<file path="config.mk">
export PLATFORM = sky130hd
export DESIGN_NAME = pcal_loader
export DESIGN_NICKNAME = d
export VERILOG_FILES = /design/src/rtl/pcal_pkg.sv /design/src/rtl/pcal_ldr_watchdog.sv /design/src/rtl/pcal_loader.sv
export SDC_FILE = /design/constraint.sdc
export NUM_CORES = 1
export LEC_CHECK = 0
export BUFFER_PORTS_ARGS = -buffer_cell sky130_fd_sc_hd__buf_2
export CAP_MARGIN = 20
export CORE_MARGIN = 2
export CORE_UTILIZATION = 44
export DETAILED_ROUTE_END_ITERATION = 8
export HOLD_SLACK_MARGIN = 0.15
export PLACE_DENSITY = 0.72
export RECOVER_POWER = 50
export SLEW_MARGIN = 15
export SYNTH_ARGS = -nofsm -noshare
export SYNTH_HDL_FRONTEND = slang
export SYNTH_SLANG_ARGS = --single-unit
</file>
<file path="constraint.sdc">
create_clock -name clk -period 1.6 [get_ports clk]
set_input_delay 0.32 -clock clk [delete_from_list [all_inputs] [get_ports clk]]
set_output_delay 0.32 -clock clk [all_outputs]
set_load 0.03 [all_outputs]
</file>
<file path="src/rtl/pcal_pkg.sv">
// Shared types and constants for the stack-calculator program loader.
// Holds the loader state enum, default widths and the program-word encoding.
package pcal_pkg;

    localparam int PCAL_AW = 10;
    localparam int PCAL_DW = 16;

    typedef enum logic [2:0] {
        LOAD,
        FLUSH,
        START,
        WAIT_LOW,
        WAIT_HIGH,
        RESULT
    } pcal_ldr_state_t;

    // Program-word encoding: bit15=0 pushes bits 14:0, 10 = operator, 11 = halt.
    localparam logic [15:0] PW_PUSH = 16'h0000;
    localparam logic [15:0] PW_OP   = 16'h8000;
    localparam logic [15:0] PW_HALT = 16'hC000;

    localparam logic [2:0] OP_NEG = 3'b001;
    localparam logic [2:0] OP_ADD = 3'b010;
    localparam logic [2:0] OP_MUL = 3'b011;

    function automatic logic [15:0] pcal_op_word(input logic [2:0] code);
        return PW_OP | {13'b0, code};
    endfunction

endpackage

</file>
<file path="src/rtl/pcal_ldr_watchdog.sv">
// Run-time watchdog for the loader: a 16-bit cycle counter with clear and enable.
// o_expired stays high once the count reaches LIMIT until the next clear.
module pcal_ldr_watchdog #(
    parameter logic [15:0] LIMIT = 16'hFFFF
) (
    input  logic clk,
    input  logic nrst,
    input  logic i_clr,
    input  logic i_en,
    output logic o_expired
);

    logic [15:0] r_cnt;

    assign o_expired = (r_cnt == LIMIT);

    always_ff @(posedge clk or negedge nrst) begin
        if (!nrst) begin
            r_cnt <= '0;
        end else if (i_clr) begin
            r_cnt <= '0;
        end else if (i_en && !o_expired) begin
            r_cnt <= r_cnt + 16'd1;
        end
    end

endmodule

</file>
<file path="src/rtl/pcal_loader.sv">
// Host-side loader: streams program words into the calculator, starts it and returns the result.
// Build option PCAL_LDR_TIMEOUT_EN adds a watchdog that reports a hung run via res_err.
module pcal_loader
    import pcal_pkg::*;
#(
    parameter int AW      = PCAL_AW,
    parameter int DW      = PCAL_DW,
    parameter int TIMEOUT = 65535
) (
    input  logic          clk,
    input  logic          nrst,
    input  logic [DW-1:0] s_data,
    input  logic          s_last,
    input  logic          s_valid,
    output logic          s_ready,
    output logic [DW-1:0] res_data,
    output logic          res_valid,
    input  logic          res_ack,
    output logic          res_err,
    output logic          busy,
    output logic [AW-1:0] c_addr,
    output logic          c_wr,
    output logic [DW-1:0] c_datain,
    output logic          c_start,
    input  logic          c_ready,
    input  logic [DW-1:0] c_out
);

    pcal_ldr_state_t r_state, w_state_nxt;

    logic [AW-1:0] r_ptr, w_ptr_nxt;
    logic [AW-1:0] r_addr, w_addr_nxt;
    logic [DW-1:0] r_datain, w_datain_nxt;
    logic [DW-1:0] r_res_data, w_res_data_nxt;
    logic          r_wr, w_wr_nxt;
    logic          r_start, w_start_nxt;
    logic          r_res_valid, w_res_valid_nxt;
    logic          r_res_err, w_res_err_nxt;

    logic w_accept;
    logic w_last;
    logic w_expired;

    assign w_accept = s_valid && (r_state == LOAD);
    // The top address is always the final word so the pointer can never wrap onto word 0.
    assign w_last   = s_last || (r_ptr == {AW{1'b1}});

`ifdef PCAL_LDR_TIMEOUT_EN
    pcal_ldr_watchdog #(
        .LIMIT (TIMEOUT[15:0])
    ) u_watchdog (
        .clk       (clk),
        .nrst      (nrst),
        .i_clr     (r_state == START),
        .i_en      ((r_state == WAIT_LOW) || (r_state == WAIT_HIGH)),
        .o_expired (w_expired)
    );
`else
    assign w_expired = 1'b0;
`endif

    // NOTE: every output is a flop with async reset, so a mid-run nrst clears all of them at once.
    always_ff @(posedge clk or negedge nrst) begin
        if (!nrst) begin
            r_state     <= LOAD;
            r_ptr       <= '0;
            r_addr      <= '0;
            r_datain    <= '0;
            r_wr        <= 1'b0;
            r_start     <= 1'b0;
            r_res_data  <= '0;
            r_res_valid <= 1'b0;
            r_res_err   <= 1'b0;
        end else begin
            r_state     <= w_state_nxt;
            r_ptr       <= w_ptr_nxt;
            r_addr      <= w_addr_nxt;
            r_datain    <= w_datain_nxt;
            r_wr        <= w_wr_nxt;
            r_start     <= w_start_nxt;
            r_res_data  <= w_res_data_nxt;
            r_res_valid <= w_res_valid_nxt;
            r_res_err   <= w_res_err_nxt;
        end
    end

    always_comb begin
        w_state_nxt = r_state;
        case (r_state)
            LOAD:      if (w_accept && w_last) w_state_nxt = FLUSH;
            FLUSH:     w_state_nxt = START;
            START:     w_state_nxt = WAIT_LOW;
            WAIT_LOW: begin
                if (w_expired)     w_state_nxt = RESULT;
                else if (!c_ready) w_state_nxt = WAIT_HIGH;
            end
            WAIT_HIGH: if (c_ready || w_expired) w_state_nxt = RESULT;
            RESULT:    if (res_ack) w_state_nxt = LOAD;
            default:   w_state_nxt = LOAD;
        endcase
    end

    // Next values for the registered outputs; write and start strobes default low.
    always_comb begin
        w_ptr_nxt       = r_ptr;
        w_addr_nxt      = r_addr;
        w_datain_nxt    = r_datain;
        w_wr_nxt        = 1'b0;
        w_start_nxt     = 1'b0;
        w_res_data_nxt  = r_res_data;
        w_res_valid_nxt = r_res_valid;
        w_res_err_nxt   = r_res_err;
        case (r_state)
            LOAD: begin
                if (w_accept) begin
                    w_wr_nxt     = 1'b1;
                    w_addr_nxt   = r_ptr;
                    w_datain_nxt = s_data;
                    w_ptr_nxt    = r_ptr + {{(AW-1){1'b0}}, 1'b1};
                end
            end
            FLUSH: w_start_nxt = 1'b1;
            WAIT_LOW: begin
                if (w_expired) begin
                    w_res_data_nxt  = '0;
                    w_res_valid_nxt = 1'b1;
                    w_res_err_nxt   = 1'b1;
                end
            end
            WAIT_HIGH: begin
                if (c_ready) begin
                    w_res_data_nxt  = c_out;
                    w_res_valid_nxt = 1'b1;
                    w_res_err_nxt   = 1'b0;
                end else if (w_expired) begin
                    w_res_data_nxt  = '0;
                    w_res_valid_nxt = 1'b1;
                    w_res_err_nxt   = 1'b1;
                end
            end
            RESULT: begin
                if (res_ack) begin
                    w_res_valid_nxt = 1'b0;
                    w_ptr_nxt       = '0;
                end
            end
            default: ;
        endcase
    end

    assign s_ready   = (r_state == LOAD);
    assign busy      = (r_state != LOAD);
    assign c_addr    = r_addr;
    assign c_wr      = r_wr;
    assign c_datain  = r_datain;
    assign c_start   = r_start;
    assign res_data  = r_res_data;
    assign res_valid = r_res_valid;
    assign res_err   = r_res_err;

endmodule

</file>
==> flow_metrics.env, run 1 <==
export IMPL_post_route_min_period_ns=1.72
export IMPL_maxClockFrequency_mhz=582
export IMPL_groute_layer_met2_usage_pct=28.2
export IMPL_syn_cell_area_um2=2430
export IMPL_area_growth_syn_to_layout_pct=34.3
export IMPL_finalPower_uw=6480
export IMPL_tritoncts="done"
export IMPL_worstSetupPathType="reg2out"
export IMPL_drive_gt1_share_pct=40.7
export IMPL_number_of_clock_sinks=58
export IMPL_met3_usage_pct=5.29
export IMPL_status="complete, but fails checks"
export IMPL_final_setup_viol_count=16
export IMPL_via_count_of_the_routed_design=1920
export IMPL_worst_clock_skew_ns=0.00520
export IMPL_critical_path_cell_chain="buf_6, or3_4, inv_2, buf_6"
export IMPL_ys_async_sr_fraction_pct=100
export IMPL_rows=27
export IMPL_cellPowerDensity_nw_per_um2=1990
export IMPL_final_setup_tns_ns=-0.548
export IMPL_remaining_routing_drc_violations=0
export IMPL_whs_path_depth=3
export IMPL_period_share_pct=107
export IMPL_synth_edf_count=0
export IMPL_power_leakage_uw=0.00175
export IMPL_busiest_layer="met2"
export IMPL_first_iter_violations=66
export IMPL_syn_mean_instance_area_um2=10.5
export IMPL_first_pass_iters=4
export IMPL_cpPeakStageDelay_ns=0.40
export IMPL_critical_path_buf_inv_count=3
export IMPL_failing_checks="setup timing"
export IMPL_viasPerCell=4.69
export IMPL_htree_levels=3
export IMPL_synth_warning_count=0
export IMPL_timing_final_hold_violations=0
export IMPL_mappedNetlistNets=270
export IMPL_layout_filler_cells=481
export IMPL_antenna_diode_count=0
export IMPL_grt_max_degree=27
export IMPL_worst_endpoint_arrival_ns=1.40
export IMPL_placeableCoreArea_um2=5410
export IMPL_drtAntennaViolNets=0
export IMPL_end_kind="output pin"
export IMPL_global_route_usage_met1_pct=23.7
export IMPL_detailed_place_hpwl_um=3630
export IMPL_clk_pin_slew_ns=0.07
export IMPL_place_congestion=0.811
export IMPL_die_height_um=78.3
export IMPL_io_pins=86
export IMPL_setup_repair_after_global_routing_missed_its_margin="yes"
export IMPL_port_buffer_count=84
export IMPL_r2r_cells=4
export IMPL_worstSetupPathDepth=4
export IMPL_cts_buffers_inserted=9
export IMPL_critical_path_most_common_cell="buf_6"
export IMPL_die_area_um2=6130
export IMPL_cp_top_family="flip-flops"
export IMPL_hp_class="in2reg"
export IMPL_tightestPinTransition_ns=0.513
export IMPL_later_pin_clock_latency_in_the_skew_report_ns=0.32
export IMPL_number_of_antenna_violations_at_the_first_check_in_global_routing=0
export IMPL_ys_flop_type="dfrtp_1"
export IMPL_final_setup_worst_slack_ns=-0.117
export IMPL_worst_setup_slack_before_clock_tree_synthesis_ns=-0.0541
export IMPL_globalRouteTotalUtil_pct=18.0
export IMPL_routed_wirelength_um=5160
export IMPL_timing_final_max_slew_violations=0
export IMPL_ys_ff_latch=58
export IMPL_timing_slew_headroom_pct=65.8
export IMPL_syn_inst=231
export IMPL_layout_nets=371
export IMPL_multi_input_area_um2=905
export IMPL_clockBufferDepth=2
export IMPL_initial_utilization_pct=45.0
export IMPL_grt_remaining_overflow=0
export IMPL_seqCellArea_um2=1450
export IMPL_max_stage_delay_cell_worst_path="dfrtp_1"
export IMPL_cts_root_buffer_cell="clkbuf_8"
export IMPL_grt_first_pass_wirelength_um=8620
export IMPL_cap_viol_max_count=0
export IMPL_via_count_of_the_first_global_routing_pass=1866
export IMPL_cp_data_required_time_ns=1.28
export IMPL_start_kind="flip-flop"
export IMPL_critical_path_peak_fanout=2
export IMPL_dieWidth_um=78.3
export IMPL_max_vdd_ir_drop_v=0.000959
export IMPL_yosysUniqueCellTypes=34
export IMPL_wire_per_inst_um=12.6
export IMPL_seq_area_frac_synth_pct=59.7
-- worst reg2reg max path: cells and delay by family (launching register included) --
family / cells / cell delay (ns)
simple gates: 2 / 0.69
compound gates: 1 / 0.35
xor+xnor: 1 / 0.15
flops: 1 / 0.40
-- logic make-up after synthesis --
logic type                 count (synthesis)  synth area share (%)
AOI/OAI and AO/OA                         13                  5.25
xor gates and xnor gates                   7                  2.52
adders and majority gates                  1                 0.515
buffers and inverters                     17                  3.91
DFF                                       58                  59.7
muxes                                     16                  7.41
other                                      1                 0.154
and+or+nand+nor                          118                  20.5
-- sequential cells by signal, indices dropped and copies added, names as in the netlist --
| name | flops |
|---|---|
| c_wr | 1 |
| res_valid | 1 |
| c_addr | 10 |
| r_ptr | 10 |
| r_state | 3 |
| c_start | 1 |
| res_data | 16 |
| c_datain | 16 |
-- timing repair --
item | CTS | global route
gates resized for setup | 12 | 3
gates cloned | 0 | 1
buffers inserted | 2 | 0
hold endpoints to repair | 17 | 0
pin swaps | 2 | 3
endpoints found under the setup margin | 7 | 43
hold buffers | 1 | 0
-- path summary, 6_finish.rpt --
check	from	endpoint	slack (ns)
worst max-delay path	r_state[0]$_DFFE_PN0P_	s_ready	-0.12
worst min register to register	c_addr[6]$_DFFE_PN0P_	c_addr[6]$_DFFE_PN0P_	0.47
max in group asynchronous	nrst	r_ptr[6]$_DFFE_PN0P_	0.25
min in group asynchronous	nrst	res_data[6]$_DFFE_PN0P_	0.48
worst min-delay path	s_data[13]	c_datain[13]$_DFFE_PN0P_	0.18
worst max register to register	r_state[0]$_DFFE_PN0P_	r_ptr[7]$_DFFE_PN0P_	-0.10
-- layer usage --
layer / routed length [um] / vias to the layer above
li1: - / 954
met1: 2370 / 895
met2: 2410 / 66
met3: 339 / 5
met4: 48 / 0
met5: 0 / -
-- cells in the mapped netlist (all sizes together) (2+ instances only) --
cell / instances / area, um^2
nand2: 90 / 338
dfrtp: 58 / 1450
mux2: 16 / 180
nor2: 10 / 37.5
buf: 9 / 65.1
nand3: 5 / 25.0
clkbuf: 4 / 15.0
inv: 4 / 15.0
xor2: 4 / 35.0
and3: 3 / 18.8
o211ai: 3 / 22.5
xnor2: 3 / 26.3
a2111oi: 2 / 55.1
a21oi: 2 / 10.0
nand4: 2 / 12.5
-- layout make-up --
cell class                 instances  area share, %
tap                               72           2.76
timing repair buffer             103           18.9
sequential                        58           44.5
clock buffer                      14           5.29
multi-input combinational        156           27.7
clock inverter                     2          0.307
inverter                           4          0.537
-- power breakdown --
part	switching, uW	internal, uW	total, uW
clock network	525	685	1210
logic	1860	1010	2880
registers	346	2050	2400
total	2730	3750	6480
-- cells in the final DEF, fill, tap and decap left out, drive strengths merged, types with 3 or more instances in the layout --
master,Yosys,layout
nand3,5,5
nor2,10,10
xnor2,3,3
o211ai,3,3
dfrtp,58,58
nand2,90,90
xor2,4,4
mux2,16,16
clkbuf,4,23
buf,9,93
inv,4,4
and3,3,3
-- stage by stage --
step,hold WS (ns),cell area [um^2],util [%],cells
6_report,0.183,3260,60.4,409
5_1_grt,0.179,3260,60.4,409
4_1_cts,0.165,3260,60.4,408
3_5_place_dp,0.316,3010,55.7,389
3_3_place_gp,0.306,3010,55.7,389
2_1_floorplan,0.0244,2450,-,231
(Power assumes the default switching activity.)
==> run 2: changes to the inputs <==
--- a/config.mk
+++ b/config.mk
@@ -10,6 +10,6 @@
 export CORE_MARGIN = 2
-export CORE_UTILIZATION = 44
+export CORE_UTILIZATION = 50
 export DETAILED_ROUTE_END_ITERATION = 8
 export HOLD_SLACK_MARGIN = 0.15
-export PLACE_DENSITY = 0.72
+export PLACE_DENSITY = 0.77
 export RECOVER_POWER = 50
==> constraint.sdc (replaced) <==
create_clock -name clk -period 2.1 [get_ports clk]
set_input_delay 0.315 -clock clk [delete_from_list [all_inputs] [get_ports clk]]
set_output_delay 0.315 -clock clk [all_outputs]
set_load 0.03 [all_outputs]
==> run 2 against run 1 <==
- the run now ends clean
- critical endpoint unchanged
- sequential cell count stayed put
- count of clock-buffer cells in the layout stayed put
- sequential power is 22% lower
- non-clock buffer count is 10 lower
- critical path type unchanged
==> flow_metrics.env, run 2 (same netlist as run 1, synthesis figures left out) <==
export IMPL_area_growth_syn_to_layout_pct=24.9
export IMPL_period_share_pct=88.7
export IMPL_power_leakage_uw=0.00155
export IMPL_htree_levels=3
export IMPL_post_cts_resized=0
export IMPL_antenna_diode_count=0
export IMPL_first_iter_violations=95
export IMPL_r2r_cells=4
export IMPL_cts_buffers_inserted=9
export IMPL_clk_pin_slew_ns=0.06
export IMPL_via_count_of_the_routed_design=1876
export IMPL_critical_path_peak_fanout=10
export IMPL_grt_max_degree=24
export IMPL_regToRegStartpoint="r_state[2]$_DFFE_PN0P_"
export IMPL_initial_utilization_pct=51.8
export IMPL_number_of_clock_sinks=58
export IMPL_critical_path_cell_chain="clkbuf_1, or3_1, inv_1, buf_2"
export IMPL_cellPowerDensity_nw_per_um2=1530
export IMPL_placeableCoreArea_um2=4690
export IMPL_timing_final_hold_violations=0
export IMPL_tightestPinTransition_ns=1.12
export IMPL_hp_class="in2reg"
export IMPL_tritoncts="done"
export IMPL_end_kind="output pin"
export IMPL_later_pin_clock_latency_in_the_skew_report_ns=0.32
export IMPL_number_of_antenna_violations_at_the_first_check_in_global_routing=0
export IMPL_wire_per_inst_um=12.4
export IMPL_grt_first_pass_wirelength_um=7870
export IMPL_port_buffer_count=84
export IMPL_dieWidth_um=73.7
export IMPL_cts_root_buffer_cell="clkbuf_8"
export IMPL_detailed_place_hpwl_um=3440
export IMPL_hold_buffers_post_cts=1
export IMPL_timing_hold_ws_ns=0.177
export IMPL_via_count_of_the_first_global_routing_pass=1764
export IMPL_final_setup_worst_slack_ns=0.237
export IMPL_worst_clock_skew_ns=0.00693
export IMPL_globalRouteTotalUtil_pct=19.2
export IMPL_rows=25
export IMPL_io_pins=86
export IMPL_grt_remaining_overflow=0
export IMPL_final_setup_tns_ns=0
export IMPL_routed_wirelength_um=4720
export IMPL_cp_data_required_time_ns=1.78
export IMPL_status="completed"
export IMPL_worst_endpoint_arrival_ns=1.55
export IMPL_clockBufferDepth=2
export IMPL_place_congestion=0.752
export IMPL_worstSetupPathType="reg2out"
export IMPL_die_height_um=73.7
export IMPL_start_kind="flip-flop"
export IMPL_worstSetupStartpoint="r_state[0]$_DFFE_PN0P_"
export IMPL_timing_slew_headroom_pct=25.4
export IMPL_r2r_end="r_ptr[9]$_DFFE_PN0P_"
export IMPL_post_route_min_period_ns=1.86
export IMPL_final_setup_viol_count=0
export IMPL_cap_viol_max_count=0
export IMPL_drtAntennaViolNets=0
export IMPL_crit_path_to="s_ready"
export IMPL_setup_repair_after_global_routing_missed_its_margin="no"
export IMPL_cpPeakStageDelay_ns=0.39
export IMPL_die_area_um2=5430
export IMPL_maxClockFrequency_mhz=537
export IMPL_layout_cells_most_common="nand2_1"
export IMPL_post_cts_buffers=0
export IMPL_worst_setup_slack_before_clock_tree_synthesis_ns=0.261
export IMPL_timing_final_max_slew_violations=0
export IMPL_viasPerCell=4.92
export IMPL_first_pass_iters=4
export IMPL_drive_gt1_share_pct=25.4
export IMPL_max_vdd_ir_drop_v=0.000807
export IMPL_reg2reg_slack_ns=0.25
export IMPL_remaining_routing_drc_violations=0
export IMPL_layout_cells_most_common_list="nand2_1 (90), dfrtp_1 (58), clkbuf_1 (45)"
export IMPL_max_stage_delay_cell_worst_path="or3_1"
export IMPL_layout_nets=361
## run 2: changes by cell type in the layout (fill, tap and decap cells not counted), sizes merged
cell    before  now
clkbuf      23   57
buf         93   49
## run 2: cell type report
cell class | count | area [um^2]
clock buffers | 14 | 173
multi-input cells | 156 | 883
fillers | 404 | 1660
well taps | 54 | 67.6
clock inverters | 2 | 10.0
flip-flops and latches | 58 | 1450
repair buffers | 93 | 434
inverters | 4 | 15.0
## run 2: how the worst min path moves through the flow
stage / from / endpoint / slack (ns) / cells after the start
CTS: s_data[4] / c_datain[4]$_DFFE_PN0P_ / 0.16 / 3
detailed placement: nrst / res_data[4]$_DFFE_PN0P_ / 0.29 / 1
finish: s_data[13] / c_datain[13]$_DFFE_PN0P_ / 0.18 / 3
floorplan: nrst / c_addr[0]$_DFFE_PN0P_ / 0.02 / 0
global placement: nrst / res_data[0]$_DFFE_PN0P_ / 0.28 / 1
global route: s_data[14] / c_datain[14]$_DFFE_PN0P_ / 0.17 / 3
## run 2: per-layer routing
layer / vias to the layer above / share of wire, % / track usage [%]
met1: 869 / 45 / 24.1
met5: - / 0 / 0
met3: 8 / 6.9 / 5.76
met4: 0 / 1.7 / 8.48
li1: 937 / - / -
met2: 62 / 46 / 30.7
## run 2: worst max-delay path: cells and delay by family, from the launching register on
kind	cells	cell delay, ns
buffers and inverters	3	0.46
AND/OR/NAND/NOR	1	0.39
flip-flops	1	0.38
## run 2: through the flow
stage	area (um^2)	power, uW	util, %	cells
2_1_floorplan	2430	3280	-	231
3_3_place_gp	2900	3810	61.8	364
3_5_place_dp	2900	3870	61.8	364
4_1_cts	3090	4800	65.9	381
5_1_grt	3030	4990	64.7	381
6_report	3030	4650	64.7	381
## run 2: power breakdown
part | internal [uW] | switching (uW) | leakage (uW)
clock | 522 | 392 | 0.0000965
combinational | 541 | 1330 | 0.000714
sequential | 1560 | 299 | 0.000744
total | 2620 | 2020 | 0.00155
